==> src/rtl/l2_line_adaptor.sv <==
// l2_line_adaptor
// ---------------
// Physical-memory responder for the L2 cache. Accepts one whole-line read or
// write request at a time from the L2 pmem side and runs it as a fixed-length
// burst of BEATS = LINE_W/BEAT_W beats on the narrower burst-memory interface.
// Completion is a single-cycle line_resp pulse from the DONE state.
//
// Optional feature macro: L2_LINE_ADAPTOR_PERF_EN adds three 32-bit
// performance counters (read lines, write lines, busy cycles).
//
// Ports:
//   clk, rst          clock; synchronous active-low reset
//   line_read/write   L2 request, held until line_resp
//   line_addr         line byte address (low offset bits ignored)
//   line_wdata        line to write
//   line_rdata        last completed read line (registered)
//   line_resp         one-cycle completion pulse
//   burst_read/write  burst request, held for the whole burst
//   burst_addr        line-aligned burst address
//   burst_wdata       current write beat
//   burst_rdata       read beat, valid with burst_resp
//   burst_resp        beat accepted/valid, one per beat
//   perf_*            (PERF_EN only) wrapping 32-bit counters
module l2_line_adaptor #(
  parameter int LINE_W = 256,
  parameter int BEAT_W = 64,
  parameter int ADDR_W = 32
) (
  input  logic              clk,
  input  logic              rst,
`ifdef L2_LINE_ADAPTOR_PERF_EN
  output logic [31:0]       perf_rd_lines,
  output logic [31:0]       perf_wr_lines,
  output logic [31:0]       perf_busy_cycles,
`endif
  input  logic              line_read,
  input  logic              line_write,
  input  logic [ADDR_W-1:0] line_addr,
  input  logic [LINE_W-1:0] line_wdata,
  output logic [LINE_W-1:0] line_rdata,
  output logic              line_resp,
  output logic              burst_read,
  output logic              burst_write,
  output logic [ADDR_W-1:0] burst_addr,
  output logic [BEAT_W-1:0] burst_wdata,
  input  logic [BEAT_W-1:0] burst_rdata,
  input  logic              burst_resp
);

  localparam int BEATS = LINE_W / BEAT_W;
  localparam int CNT_W = $clog2(BEATS);
  // Masking (rather than slicing) keeps every address bit in use.
  localparam logic [ADDR_W-1:0] ADDR_MASK = ~ADDR_W'(LINE_W / 8 - 1);

  typedef enum logic [1:0] {
    IDLE     = 2'd0,
    RD_BURST = 2'd1,
    WR_BURST = 2'd2,
    DONE     = 2'd3
  } state_e;

  state_e              state_r;
  state_e              state_s;
  logic [CNT_W-1:0]    cnt_r;
  logic [ADDR_W-1:0]   addr_r;
  logic [LINE_W-1:0]   wline_r;
  logic [LINE_W-1:0]   rline_r;
  logic                last_beat_s;

  assign last_beat_s = burst_resp && (cnt_r == CNT_W'(BEATS - 1));

  // Next-state logic: read wins over write in IDLE; DONE never samples requests.
  always_comb begin
    state_s = state_r;
    case (state_r)
      IDLE: begin
        if (line_read) begin
          state_s = RD_BURST;
        end else if (line_write) begin
          state_s = WR_BURST;
        end else begin
          state_s = IDLE;
        end
      end
      RD_BURST: begin
        if (last_beat_s) begin
          state_s = DONE;
        end else begin
          state_s = RD_BURST;
        end
      end
      WR_BURST: begin
        if (last_beat_s) begin
          state_s = DONE;
        end else begin
          state_s = WR_BURST;
        end
      end
      DONE:    state_s = IDLE;
      default: state_s = IDLE;
    endcase
  end

  // State, beat counter, latched request and assembled read line.
  always_ff @(posedge clk) begin
    if (!rst) begin
      state_r <= IDLE;
      cnt_r   <= {CNT_W{1'b0}};
      addr_r  <= {ADDR_W{1'b0}};
      wline_r <= {LINE_W{1'b0}};
      rline_r <= {LINE_W{1'b0}};
    end else begin
      state_r <= state_s;
      case (state_r)
        IDLE: begin
          // cnt is held at zero while idle, so each burst starts from beat 0.
          cnt_r <= {CNT_W{1'b0}};
          if (line_read) begin
            addr_r <= line_addr & ADDR_MASK;
          end else if (line_write) begin
            addr_r  <= line_addr & ADDR_MASK;
            wline_r <= line_wdata;
          end
        end
        RD_BURST: begin
          if (burst_resp) begin
            rline_r[int'(cnt_r) * BEAT_W +: BEAT_W] <= burst_rdata;
            cnt_r <= cnt_r + CNT_W'(1);
          end
        end
        WR_BURST: begin
          if (burst_resp) begin
            cnt_r <= cnt_r + CNT_W'(1);
          end
        end
        default: begin
        end
      endcase
    end
  end

  assign line_rdata  = rline_r;
  assign line_resp   = (state_r == DONE);
  assign burst_read  = (state_r == RD_BURST);
  assign burst_write = (state_r == WR_BURST);
  assign burst_addr  = addr_r;
  assign burst_wdata = wline_r[int'(cnt_r) * BEAT_W +: BEAT_W];

`ifdef L2_LINE_ADAPTOR_PERF_EN
  logic        txn_rd_r;
  logic [31:0] perf_rd_r;
  logic [31:0] perf_wr_r;
  logic [31:0] perf_busy_r;

  // Performance counters; txn_rd_r remembers the accepted transaction type.
  always_ff @(posedge clk) begin
    if (!rst) begin
      txn_rd_r    <= 1'b0;
      perf_rd_r   <= 32'd0;
      perf_wr_r   <= 32'd0;
      perf_busy_r <= 32'd0;
    end else begin
      if (state_r == IDLE) begin
        txn_rd_r <= line_read;
      end else begin
        perf_busy_r <= perf_busy_r + 32'd1;
      end
      if (state_r == DONE) begin
        if (txn_rd_r) begin
          perf_rd_r <= perf_rd_r + 32'd1;
        end else begin
          perf_wr_r <= perf_wr_r + 32'd1;
        end
      end
    end
  end

  assign perf_rd_lines    = perf_rd_r;
  assign perf_wr_lines    = perf_wr_r;
  assign perf_busy_cycles = perf_busy_r;
`endif

endmodule

==> config.mk <==
export PLATFORM = sky130hd
export DESIGN_NAME = l2_line_adaptor
export DESIGN_NICKNAME = d
export VERILOG_FILES = /design/src/rtl/l2_line_adaptor.sv
export SDC_FILE = /design/constraint.sdc
export NUM_CORES = 1
export LEC_CHECK = 0
export BUFFER_PORTS_ARGS = -buffer_cell sky130_fd_sc_hd__buf_4
export CORE_AREA = 3 3 275 277
export CTS_CLUSTER_DIAMETER = 40
export DETAILED_ROUTE_END_ITERATION = 6
export DIE_AREA = 0 0 278 280
export PLACE_DENSITY_LB_ADDON = 0.12
export SLEW_MARGIN = 20
export SYNTH_ARGS = -nofsm -noshare
export SYNTH_HDL_FRONTEND = slang
export SYNTH_SLANG_ARGS = --single-unit
==> constraint.sdc <==
create_clock -name clk -period 6.3 [get_ports clk]
set_clock_uncertainty 0.1 [all_clocks]
set_input_delay 0.315 -clock clk [delete_from_list [all_inputs] [get_ports clk]]
set_output_delay 0.315 -clock clk [all_outputs]
set_load 0.005 [all_outputs]
== After elaboration in Yosys (flattened, before gate mapping) ==
Cells that the tools add are included.

* Bits in registers: 548
* Input port bits: 357
* Output and inout port bits: 355
* Word-level logic and storage cells: 35

* $add $sub $neg: 2
* Eq/ne operators: 5
* Shift-type cells: 3
* Multiplexer cells: 10
* Bitwise operators: 1
* Reduce and logical (&&, ||, !) cells: 9

{| class="wikitable"
|+ Operators by type and width
! cell !! count
|-
| $bwmux 256 || 1
|-
| $shift 64x33->256 const A || 1
|-
| $shiftx 256x9->64 || 1
|-
| $shiftx 64x33->256 || 1
|-
| $mux 32 || 2
|-
| $neg 8->33 || 1
|-
| $mux 2 || 4
|-
| $pmux 2 s4 || 1
|-
| $eq 2x2->1 const B || 3
|-
| $reduce_and 2->1 || 3
|-
| $pmux 2 s2 || 1
|-
| $reduce_bool 2->1 || 2
|-
| $reduce_and 3->1 || 1
|-
| $add 2x1->2 const B || 1
|-
| $eq 2x1->1 const B || 1
|-
| $logic_not 2->1 || 1
|-
| $ne 2x1->1 const B || 1
|-
| $reduce_or 2->1 || 1
|-
| $logic_and 1x1->1 || 1
|-
| $mux 1 || 1
|-
| $not 1->1 || 1
|}

== Longest topological paths before layout ==
Gate-level depths: netlist (run 1).

* Depth after elaboration: 4
* Depth in mapped cells: 10
* Gate-level depth less buffers: 5

== Worst setup path before layout (run 1) ==
OpenSTA, ideal clock, no wires.

* Path type: reg-to-reg
* Start: reg cnt_r[0]
* End: reg rline_r[100], in the netlist line_rdata[100]
* Library setup time: 0.117 ns
* Arrival time: 2.326 ns
* Required time: 6.083 ns
* Setup slack: 3.758 ns
* Cell stages (with the launch flop): 11
* Path buffers: 5
* Clock period less this slack: 2.542 ns
* Cells stage by stage: dfxtp_1 > buf_2 > buf_2 > buf_4 > inv_1 > ha_1 > and4b_1 > and3b_1 > buf_2 > buf_2 > a22o_1

* Longest elaborated chain between the ends: 3
* Elaborated cells between the ends (all ways): 4
* Those cells by class: add/sub: 1; shift: 2; mux: 1

{| class="wikitable"
|+ Ends and longest elaborated chain
! what !! line !! source
|-
| start, declared || 64 || <nowiki>logic [CNT_W-1:0] cnt_r;</nowiki>
|-
| start signal, assigned || 108 || <nowiki>cnt_r <= {CNT_W{1'b0}};</nowiki>
|-
| start signal, assigned || 117 || <nowiki>cnt_r <= {CNT_W{1'b0}};</nowiki>
|-
| start signal, assigned || 128 || <nowiki>cnt_r <= cnt_r + CNT_W'(1);</nowiki>
|-
| $neg 8->33 (*) || 127 || <nowiki>rline_r[int'(cnt_r) * BEAT_W +: BEAT_W] <= burst_rdata;</nowiki>
|-
| $shiftx 64x33->256 or $shift 64x33->256 (tied branches) || 127 ||
|-
| $bwmux 256 (*) || 127 ||
|-
| end signal, assigned || 111 || <nowiki>rline_r <= {LINE_W{1'b0}};</nowiki>
|-
| end signal, assigned by index || 127 ||
|-
| end, declared || 67 || <nowiki>logic [LINE_W-1:0] rline_r;</nowiki>
|}

Every way passes the cells marked *; elsewhere a longest branch is shown, timed or not.
A chain may end at the register's enable or synchronous reset.

== Worst setup path after layout (run 1) ==
* Start: reg cnt_r[0]
* End: reg rline_r[217], in the netlist line_rdata[217]

Same word-level chain as after synthesis.

==> results of run 1 <==
through the flow:
step                instances  utilization (%)  area (um2)  hold WS, ns
floorplan                2183                -       20800        0.332
global placement         3661             36.3       26500        0.340
detailed placement       3661             36.3       26600        0.346
CTS                      4198             46.2       33800      0.00260
global route             4205             46.3       33800       0.0484
finish                   4206             46.3       33800       0.0401
registers in the layout, summed over array words and instances, names as in the netlist:
name,cells
burst_addr,27
cnt_r,2
line_rdata,256
state_r,2
wline_r,256
cell families (layout without fill, tap and decap cells):
kind of cell | count (synthesis) | count (layout) | synth area share (%)
AOI/OAI and AO/OA | 547 | 547 | 20.3
adders and majority gates | 9 | 9 | 0.542
buffers and inverters | 208 | 1264 | 4.53
DFF | 543 | 543 | 52.4
muxes | 65 | 65 | 6.99
other | 1 | 13 | 0.0181
and+or+nand+nor | 806 | 806 | 15.3
worst min path at each step:
stage | start | end | slack, ns | depth (start not counted)
6_report | line_write | state_r[1] | 0.04 | 3
5_1_grt | line_write | state_r[1] | 0.05 | 3
4_1_cts | line_write | state_r[1] | 0.003 | 3
3_5_place_dp | line_rdata[216] | line_rdata[216] | 0.35 | 2
3_3_place_gp | wline_r[180] | wline_r[180] | 0.34 | 2
2_1_floorplan | wline_r[180] | wline_r[180] | 0.33 | 2
worst reg2reg max path, cell delays in order, from the launching register on:
cell	delay, ns
dfxtp_4	0.87
inv_1	0.23
ha_1	0.45
nor3b_2	0.18
buf_4	0.38
nand3b_1	0.70
buf_4	0.49
o21ai_0	0.20
layer usage:
metal	vias up	part of all wire, %	wire length, um	track usage (%)
li1	9533	-	-	-
met1	9649	39	33600	24.2
met2	649	49	41700	36.4
met3	170	7.9	6760	6.88
met4	8	4.1	3500	9.07
met5	-	0.067	57	0
final cells by class:
cell class	instances	area (um2)
Fill cell	6953	39300
Sequential cell	543	10900
Multi-Input combinational cell	1432	9000
Timing Repair Buffer	1072	8960
Clock buffer	124	2750
Tap cell	959	1200
Clock inverter	63	990
Antenna cell	8	20.0
Inverter	5	18.8
synthesized netlist by cell type:
cell / number / area share, %
a21boi_0: 302 / 11
inv_1: 5 / 0.090
nor2b_1: 2 / 0.060
o21ai_1: 1 / 0.024
mux2i_1: 1 / 0.048
and4b_1: 1 / 0.048
a21boi_1: 11 / 0.40
o21a_1: 1 / 0.036
nor4b_1: 1 / 0.042
dfxtp_1: 543 / 52
a22o_1: 36 / 1.5
and3_1: 3 / 0.090
a311oi_1: 1 / 0.042
conb_1: 1 / 0.018
a32o_1: 92 / 4.4
nor3b_1: 1 / 0.036
clkbuf_1: 105 / 1.9
nand3_1: 66 / 1.6
nor2_1: 1 / 0.018
a32oi_1: 1 / 0.042
o22ai_1: 64 / 1.9
nand3_2: 1 / 0.048
buf_1: 20 / 0.36
nand3b_1: 2 / 0.072
and3b_1: 2 / 0.084
o21ai_0: 38 / 0.92
mux4_2: 64 / 6.9
nor4_4: 1 / 0.10
buf_2: 62 / 1.5
nand2_1: 725 / 13
buf_4: 10 / 0.36
ha_1: 9 / 0.54
buf_6: 6 / 0.33
repair_timing:
action	CTS	global route
setup buffers	0	0
hold buffers	350	0
endpoints found under the hold margin	541	0
report_power, final:
part / internal, mW / switching [mW] / total (mW)
clock network: 3.92 / 1.95 / 5.87
logic: 0.517 / 0.439 / 0.956
registers: 3.56 / 0.0707 / 3.63
==> qor_table.md, run 1 <==
| Item | Reported | Unit |
| --- | --- | --- |
| Launch point of the worst path | cnt_r[0] | - |
| Library cell used as clock root buffer | clkbuf_16 | - |
| Initial antenna violation count | 11 | - |
| Number of sinks handled by clock tree synthesis | 543 | - |
| Routed wirelength normalized by instance count | 20.4 | um |
| Headroom to the max-slew limit | 32.6 | % |
| Detailed placement HPWL | 58300 | um |
| H-tree depth reported by CTS | 3 | - |
| Critical path peak fanout | 38 | - |
| CP delay by family, top | buffers and inverters | - |
| Total of warnings raised by yosys | 0 | - |
| Crit share post-route | 58.0 | % |
| Largest stage delay, worst path | 0.87 | ns |
| Reg clk slew, reported paths | 0.05 | ns |
| Vertical extent of the die | 280 | um |
| Final RePlAce weighted congestion | 0.849 | - |
| Total of cells resized after clock tree synthesis | 0 | - |
| FF-to-FF End | line_rdata[217] | - |
| Die extent in x | 278 | um |
| Overall Power | 10.5 | mW |
| CP Launch Type | register | - |
| Clock tree buffer depth | 3 | - |
| Shortest period the worst path allows | 3.65 | ns |
| Number of gates on the worst path with buffers counted | 7 | - |
| Worst-margin pin slew | 1.01 | ns |
| CP dominant cell by count | buf_4 | - |
| Placement-stage worst setup slack | 2.50 | ns |
| Required time of the critical path | 6.76 | ns |
| Number of failing hold endpoints at the final stage | 0 | - |
| Total leakage power | 13.7 | nW |
| DRC viols | 0 | - |
| Setup TNS | 0 | ns |
| Reg2reg setup slack | 2.65 | ns |
| Fmax achieved | 274 | MHz |
| Via-to-Cell Ratio | 4.76 | - |
| Post-layout net count | 3521 | - |
| Ordered cell list for the critical path | inv_1, ha_1, nor3b_2, buf_4, nand3b_1, buf_4, o21ai_0 | - |
| Area growth syn-to-layout | 62.9 | % |
| Kind of capture point of the worst setup path | register | - |
| Core Rows | 99 | - |
| Clock latency at the later pin of the worst-skew pair | 0.62 | ns |
| Most common cell after layout, fill and taps aside | nand2_1 | - |
| Global-route usage over all layers | 21.2 | % |
| DRC marker count from the first detailed-route iteration | 1268 | - |
| Largest net degree at the start of global routing | 225 | - |
| Routed wire length | 85700 | um |
| Total die area | 77800 | um2 |
| Clock tree from TritonCTS | built | - |
| Flip-flop and latch count after synthesis | 543 | - |
| Commonest cells after routing, fill and taps aside | nand2_1, buf_4, dfxtp_1 | - |
| Worst setup endpoint | line_rdata[217] | - |
| Proportion of layout cells with a drive suffix above 1 | 30.1 | % |
| Router iterations before antenna repair | 5 | - |
| Final global-route overflow total | 0 | - |
| Number of global-route vias before repair | 20800 | - |
| RSZ-0062 raised after global routing | false | - |
| Global-route wire length before repair | 128000 | um |
| Mean post-synth cell area | 9.53 | um2 |
| Share of the yosys chip area belonging to registers | 52.4 | % |
| Cell area after synthesis | 20800 | um2 |
| Initial core utilization | 28.4 | % |
| Unique cell type count in the Yosys netlist | 33 | - |
| FF-to-FF path depth | 7 | - |
| Number of instances in the synthesized netlist | 2179 | - |
| Areal power density over the cells | 309 | nW/um2 |
| Bufs and invs on worst path | 3 | - |
| Worst min-delay path category | in -> reg | - |
| Final Max Slew Viols | 0 | - |
| Core area | 73100 | um2 |
| Via count | 20000 | - |
| Origin of the critical flop-to-flop path | cnt_r[0] | - |
| Final antenna-violating net count | 0 | - |
| Largest voltage drop on the vdd net | 0.265 | mV |
| MaxCap Viol Count | 0 | - |
| Number of buffers created by CTS | 101 | - |
| Type of the worst setup path | reg -> reg | - |
| I/O Buffers | 701 | - |
| Run status | complete, no violations | - |
| IO Pins | 712 | - |
| Slowest library cell on the worst path | dfxtp_4 | - |
| Fin worst setup slack | 2.65 | ns |
| Number of setup violations in the final report | 0 | - |
| Data arrival, critical path | 4.11 | ns |
Power figures use the tool's default switching activity.
==> run 2, diff against run 1 <==
- ABC_AREA: not set -> 1
- CORE_AREA: 3 3 275 277 -> 3 3 272 274
- DIE_AREA: 0 0 278 280 -> 0 0 275 277
- clock period: 6.3 -> 3 ns (I/O delays scaled with it)
==> run 2 against run 1 <==
Sequential power increased by 110%. Wire length increased by 7.7%. Worst hold slack improved by 0.083 ns. Setup slack worse by 2.5 ns. Cell count is 19% higher. Total power is 120% higher. Via count grew 19%. Combinational power rose to 3.3 times the previous value. Global-route usage increased by 1.9 points. Critical endpoint is now wline_r[253].
==> qor_table.md, run 2 <==
| Item | Reported | Unit | Delta |
| --- | --- | --- | --- |
| Area of the multi-input gates | 9270 | um2 | +3.0% |
| I/O Buffers | 701 | - | unchanged |
| Total of cells resized after clock tree synthesis | 0 | - | unchanged |
| Switching Fraction | 26.0 | % | +2.5 points |
| Detailed placement HPWL | 59500 | um | +2.1% |
| Total leakage power | 15.8 | nW | +15% |
| Combined flip-flop and latch cell area | 10900 | um2 | about the same |
| MaxCap Viol Count | 0 | - | unchanged |
| Number of setup violations in the final report | 0 | - | unchanged |
| CP delay by family, top | buffers and inverters | - |  |
| Final Max Slew Viols | 0 | - | unchanged |
| Data arrival, critical path | 3.32 | ns | -0.79 ns |
| Dominant cell by count in the synthesized netlist | nor2_1 | - |  |
| Cell area after synthesis | 21500 | um2 | +3.7% |
| Largest net degree at the start of global routing | 161 | - | -28% |
| Switching power | 6.04 | mW | +150% |
| Share of the yosys chip area belonging to registers | 50.5 | % | -1.9 points |
| Unique cell type count in the Yosys netlist | 22 | - | -33% |
| Largest stage delay, worst path | 0.57 | ns | -0.30 ns |
| Largest voltage drop on the vdd net | 0.452 | mV | +71% |
| Commonest cells after routing, fill and taps aside | buf_4, nor2_1, dfxtp_1 | - |  |
| Post-layout net count | 4332 | - | +23% |
| Die extent in x | 275 | um | -1.1% |
| Post-synth top cells | nor2_1, dfxtp_1, o21ai_0 | - |  |
| Worst min-delay path category | in -> reg | - |  |
| Total of warnings raised by yosys | 0 | - | unchanged |
| Mean post-synth cell area | 7.30 | um2 | -23% |
| Via-to-Cell Ratio | 4.75 | - | -0.21% |
| Number of global-route vias before repair | 23700 | - | +14% |
| Final global-route overflow total | 0 | - | unchanged |
| Routed wire length | 92300 | um | +7.7% |
| Fmax achieved | 353 | MHz | +29% |
| Shortest period the worst path allows | 2.83 | ns | -0.823 ns |
| Cell accounting for the most synthesized area | dfxtp_1 | - |  |
| DRC marker count from the first detailed-route iteration | 1466 | - | +16% |
| Proportion of netlist area held by the largest area contributor | 50.5 | % | -1.9 points |
| FF-to-FF path depth | 9 | - | +2 |
| CP dominant cell by count | nor2_1 | - |  |
| Setup TNS | 0 | ns | unchanged |
| Reg clk slew, reported paths | 0.05 | ns | about the same |
| Hold endpoint | wline_r[136] | - |  |
| CP Launch Type | register | - |  |
| H-tree depth reported by CTS | 3 | - | unchanged |
| Reg2reg setup slack | 0.17 | ns | -2.48 ns |
| Area growth syn-to-layout | 63.8 | % |  |
| Async set-reset flop share out of synthesis | 0 | % | unchanged |
| Dominant synthesized flop cell | dfxtp_1 | - |  |
| Most common cell after layout, fill and taps aside | buf_4 | - |  |
| Number of buffers created by CTS | 101 | - | unchanged |
| Initial antenna violation count | 10 | - | -1 |
| Hold Path Cell Cnt | 4 | - | +1 |
| Kind of capture point of the worst setup path | register | - |  |
| Core area | 71600 | um2 | -2.0% |
| Number of instances in the synthesized netlist | 2951 | - | +35% |
| Filler Cell Count | 7133 | - | +2.6% |
| Number of sinks handled by clock tree synthesis | 543 | - | unchanged |
| Routed wirelength normalized by instance count | 18.4 | um | -9.6% |
| Areal power density over the cells | 658 | nW/um2 | +110% |
| Router iterations before antenna repair | 5 | - | unchanged |
| Vertical extent of the die | 277 | um | -1.1% |
| RSZ-0062 raised after global routing | false | - |  |
| Headroom to the max-slew limit | 39.8 | % | +7.2 points |
| Origin of the critical flop-to-flop path | state_r[0] | - |  |
| Clock tree from TritonCTS | built | - |  |
| Setup bufs post-CTS | 0 | - | unchanged |
| Clock group share of total power | 52.7 | % | -3.4 points |
| FF-to-FF End | wline_r[253] | - |  |
| Core Util, Final | 49.2 | % | +3.0 points |
| Number of failing hold endpoints at the final stage | 0 | - | unchanged |
| Via count | 23800 | - | +19% |
| Bufs and invs on worst path | 4 | - | +1 |
| Cell Int Power | 17.2 | mW | +110% |
| Clock tree buffer depth | 3 | - | unchanged |
| Core Rows | 98 | - | -1.0% |
| Share of total power in combinational logic | 13.6 | % | +4.5 points |
| Critical path peak fanout | 132 | - | +250% |
| Global-route usage over all layers | 23.1 | % | +1.9 points |
| Clock latency at the later pin of the worst-skew pair | 0.63 | ns | about the same |
| Post-synth EDFFs | 0 | - | unchanged |
| Required time of the critical path | 3.49 | ns | -3.27 ns |
| Register share of total power | 33.6 | % | -1.1 points |
| Type of the worst setup path | reg -> reg | - |  |
| Final RePlAce weighted congestion | 0.858 | - | +1.0% |
| Run status | complete, no violations | - |  |
| Flip-flop and latch count after synthesis | 543 | - | unchanged |
| Proportion of layout cells with a drive suffix above 1 | 23.7 | % | -6.5 points |
| Slowest library cell on the worst path | dlygate4sd3_1 | - |  |
| Worst-margin pin slew | 0.903 | ns | -0.108 ns |
| IO Pins | 712 | - | unchanged |
| Final antenna-violating net count | 0 | - | unchanged |
| Total die area | 76200 | um2 | -2.1% |
| Synth top area cells | dfxtp_1, nor2_1, o21ai_0 | - |  |
| Library cell used as clock root buffer | clkbuf_16 | - |  |
| Crit share post-route | 94.4 | % | +36 points |
| DRC viols | 0 | - | unchanged |
| Ordered cell list for the critical path | inv_1, ha_1, nand2_1, nor2_4, inv_8, buf_12, nor2_1, nor2_1, dlygate4sd3_1 | - |  |
| Initial core utilization | 30.1 | % | +1.7 points |
| Global-route wire length before repair | 139000 | um | +8.4% |
| Hold path startpoint | rst | - |  |
-- run 2: cells by family after synthesis --
group | synth area share [%]
other cells | 0.0174
simple gates | 22.6
flops | 50.5
compound gates | 19.7
fa+ha+maj | 0.523
buf+inv | 6.66
-- run 2: worst max-delay path by stage --
stage / startpoint / endpoint / slack [ns] / cells past startpoint
floorplan: cnt_r[0] / line_rdata[69] / 0.84 / 10
global placement: cnt_r[1] / line_rdata[2] / 0.62 / 6
detailed placement: cnt_r[1] / line_rdata[2] / 0.63 / 6
CTS: state_r[0] / wline_r[73] / 0.25 / 9
global route: state_r[0] / wline_r[253] / 0.004 / 9
finish: state_r[0] / wline_r[253] / 0.17 / 9
-- run 2: layout make-up --
cell class / count / area share (%)
tap: 950 / 3.37
clock buffer: 121 / 7.69
sequential: 543 / 30.8
multi-input combinational: 2084 / 26.3
clock inverter: 68 / 2.78
inverter: 78 / 0.873
antenna: 9 / 0.0639
timing repair buffer: 1158 / 28.1
-- run 2: power groups by stage --
| stage | Combinational (mW) | Sequential [mW] | Clock, mW |
|---|---|---|---|
| 6_report | 3.17 | 7.80 | 12.2 |
| 5_1_grt | 3.47 | 7.84 | 12.8 |
| 4_1_cts | 3.18 | 7.80 | 12.5 |
| 3_5_place_dp | 2.70 | 7.94 | 0 |
| 3_3_place_gp | 2.71 | 7.94 | 0 |
| 2_1_floorplan | 1.30 | 7.91 | 0 |
-- run 2: metrics by stage --
| step | area (um2) | hold WS [ns] | total power [mW] | setup WS, ns | cells |
|---|---|---|---|---|---|
| finish | 35300 | 0.123 | 23.2 | 0.168 | 5011 |
| floorplan | 21500 | 0.185 | 9.21 | 0.837 | 2955 |
| detailed placement | 27500 | 0.276 | 10.6 | 0.628 | 4411 |
| global route | 35300 | 0.136 | 24.1 | 0.00440 | 5008 |
| global placement | 27500 | 0.271 | 10.6 | 0.619 | 4411 |
| CTS | 35200 | 0.0921 | 23.4 | 0.248 | 5002 |
-- run 2: repair_timing --
action / 4_1_cts / 5_1_grt
hold buffers: 402 / 0
hold endpoints to repair: 542 / 0
setup endpoints to repair: 0 / 0
-- run 2: worst min-delay path: stages --
cell and delay, ns:
buf_8 0.18, buf_12 0.29, o21ai_0 0.14, nor2_1 0.04
-- run 2: layer usage --
layer / global-route usage, % / share of wire [%] / up-vias
li1: - / - / 11800
met1: 26.8 / 40 / 10900
met2: 39.5 / 48 / 833
met3: 6.35 / 7.8 / 224
met4: 10.5 / 4.6 / 6
met5: 0 / 0.033 / -
==> run 3, diff against run 2 <==
- PLACE_DENSITY: not set -> 0.63
- PLACE_DENSITY_LB_ADDON: 0.12 -> not set
==> run 3 against run 2 <==
Global-route usage fell by 1.5 points. Sequential power barely moved. Clock power fell by 11%. Critical path depth fell by 5. Sequential share of layout area rose by 0.81 points. First-iteration DRC count rose by 48%. Non-clock buffer count fell by 42. Largest power group unchanged. Highest routed layer unchanged.
==> qor_table.md, run 3 (synthesis results as in run 2) <==
| Item | Reported | Unit | Delta |
| --- | --- | --- | --- |
| Data arrival, critical path | 2.58 | ns | -0.74 ns |
| RSZ-0062 raised after global routing | false | - |  |
| Largest voltage drop on the vdd net | 0.472 | mV | +4.5% |
| Global-route wire length before repair | 133000 | um | -4.5% |
| Router iterations before antenna repair | 5 | - | unchanged |
| Type of the worst setup path | reg -> out | - |  |
| Clock tree buffer depth | 3 | - | unchanged |
| Final RePlAce weighted congestion | 0.828 | - | -3.5% |
| Die extent in x | 275 | um | unchanged |
| Number of setup violations in the final report | 0 | - | unchanged |
| DRC viols | 0 | - | unchanged |
| Final global-route overflow total | 0 | - | unchanged |
| Number of global-route vias before repair | 23700 | - | -0.24% |
| Detailed placement HPWL | 54800 | um | -7.8% |
| Headroom to the max-slew limit | 32.1 | % | -7.7 points |
| CP Launch Type | register | - |  |
| Initial core utilization | 30.1 | % | unchanged |
| Largest net degree at the start of global routing | 139 | - | -14% |
| Via count | 24300 | - | +2.0% |
| Clock tree from TritonCTS | built | - |  |
| Vertical extent of the die | 277 | um | unchanged |
| Number of sinks handled by clock tree synthesis | 543 | - | unchanged |
| Reg2reg setup slack | 0.23 | ns | +0.06 ns |
| Worst min-delay path category | in -> reg | - |  |
| Worst hold margin | 0.139 | ns | +0.0161 ns |
| Hold endpoint | state_r[1] | - |  |
| Clock latency at the later pin of the worst-skew pair | 0.61 | ns | -0.02 ns |
| Fmax achieved | 353 | MHz | -0.10% |
| Run status | complete, no violations | - |  |
| Core Util, Final | 48.0 | % | -1.3 points |
| Commonest cells after routing, fill and taps aside | nor2_1, buf_4, dfxtp_1 | - |  |
| H-tree depth reported by CTS | 3 | - | unchanged |
| Global-route usage over all layers | 21.6 | % | -1.5 points |
| Areal power density over the cells | 630 | nW/um2 | -4.3% |
| Ordered cell list for the critical path | buf_4, o21ai_0, o22ai_1, buf_4 | - |  |
| Overall Power | 21.7 | mW | -6.7% |
| MaxCap Viol Count | 0 | - | unchanged |
| Setup TNS | 0 | ns | unchanged |
| Post-layout net count | 4277 | - | -1.3% |
| Kind of capture point of the worst setup path | output pin | - |  |
| Setup bufs post-CTS | 0 | - | unchanged |
| Total leakage power | 15.3 | nW | -3.2% |
| FF-to-FF path depth | 9 | - | unchanged |
| Library cell used as clock root buffer | clkbuf_16 | - |  |
| Critical path peak fanout | 65 | - | -51% |
| CP dominant cell by count | buf_4 | - |  |
| Total die area | 76200 | um2 | unchanged |
| Largest stage delay, worst path | 0.61 | ns | +0.04 ns |
| FF-to-FF End | wline_r[24] | - |  |
| Required time of the critical path | 2.75 | ns | -0.74 ns |
| Proportion of layout cells with a drive suffix above 1 | 23.3 | % | -0.41 points |
| IO Pins | 712 | - | unchanged |
| Bufs and invs on worst path | 2 | - | -2 |
| DRC marker count from the first detailed-route iteration | 2171 | - | +48% |
| Hold_buf cts | 370 | - | -8.0% |
| Hold path startpoint | line_write | - |  |
| Total of cells resized after clock tree synthesis | 0 | - | unchanged |
| Hold Path Cell Cnt | 5 | - | +1 |
| Number of buffers created by CTS | 88 | - | -13% |
| Final Max Slew Viols | 0 | - | unchanged |
| Most common cell after layout, fill and taps aside | nor2_1 | - |  |
| Worst-margin pin slew | 1.02 | ns | +0.115 ns |
| Routed wire length | 87300 | um | -5.4% |
| I/O Buffers | 701 | - | unchanged |
| Final antenna-violating net count | 0 | - | unchanged |
| Number of failing hold endpoints at the final stage | 0 | - | unchanged |
| Initial antenna violation count | 8 | - | -2 |
| Core Rows | 98 | - | unchanged |
| Area growth syn-to-layout | 59.6 | % |  |
| Core area | 71600 | um2 | unchanged |
| Origin of the critical flop-to-flop path | state_r[0] | - |  |
| Via-to-Cell Ratio | 4.91 | - | +3.4% |
| Slowest library cell on the worst path | buf_4 | - |  |
| CP delay by family, top | compound AO/OA/AOI/OAI gates | - |  |
| Shortest period the worst path allows | 2.83 | ns | +0.00294 ns |
| Routed wirelength normalized by instance count | 17.7 | um | -4.0% |
| Crit share post-route | 94.5 | % | +0.098 points |
| Reg clk slew, reported paths | 0.05 | ns | about the same |
-- run 3: changes by cell type in the layout (fill, tap and decap cells not counted), moves of 4 or more --
| cell | previous run | this run |
|---|---|---|
| dlygate4sd3_1 | 402 | 370 |
| clkbuf_16 | 101 | 90 |
| buf_4 | 739 | 730 |
| bufinv_16 | 18 | 12 |
| clkinv_4 | 11 | 5 |
| clkbuf_8 | 11 | 15 |
-- run 3: final cells by class --
class	count	area, um2
diodes	7	17.5
clock buffers	111	2480
clock inverters	53	724
fillers	6786	37200
inverters	78	308
multi-input cells	2084	9270
flip-flops and latches	543	10900
well taps	950	1190
repair buffers	1116	9500
-- run 3: report_power, final --
part	total, mW	internal, mW	switching (mW)
logic	3.06	1.41	1.65
clock network	10.8	6.95	3.82
registers	7.81	7.62	0.197
-- run 3: per-stage QoR --
step,setup WS (ns),std cells,area (um2)
after floorplan,0.837,2955,21500
after global placement,0.725,4401,27400
after detailed placement,0.710,4401,27400
after CTS,0.0987,4935,34300
after global routing,0.0171,4941,34400
final,0.166,4942,34400
-- run 3: worst max path at each step --
stage | start | to | slack, ns | cells past startpoint
CTS | cnt_r[1] | burst_wdata[6] | 0.1 | 5
global route | state_r[1] | wline_r[24] | 0.02 | 9
floorplan | cnt_r[0] | line_rdata[69] | 0.84 | 10
global placement | cnt_r[0] | line_rdata[93] | 0.72 | 8
finish | cnt_r[1] | burst_wdata[6] | 0.17 | 4
detailed placement | cnt_r[0] | line_rdata[93] | 0.71 | 8
-- run 3: routing by layer --
metal | wire [um] | GRT usage [%] | part of all wire, %
met5 | 13 | 0 | 0.015
met2 | 41400 | 36.3 | 47
met1 | 34200 | 25.7 | 39
met4 | 3710 | 9.82 | 4.2
met3 | 7970 | 5.61 | 9.1
-- run 3: worst reg2reg max path: stages (launching register included) --
cell and delay, ns:
dfxtp_1 0.32, inv_1 0.09, ha_1 0.22, nand2_1 0.13, nor2_4 0.17, buf_4 0.33
buf_4 0.50, o21ai_0 0.16, nor2_1 0.13, dlygate4sd3_1 0.56
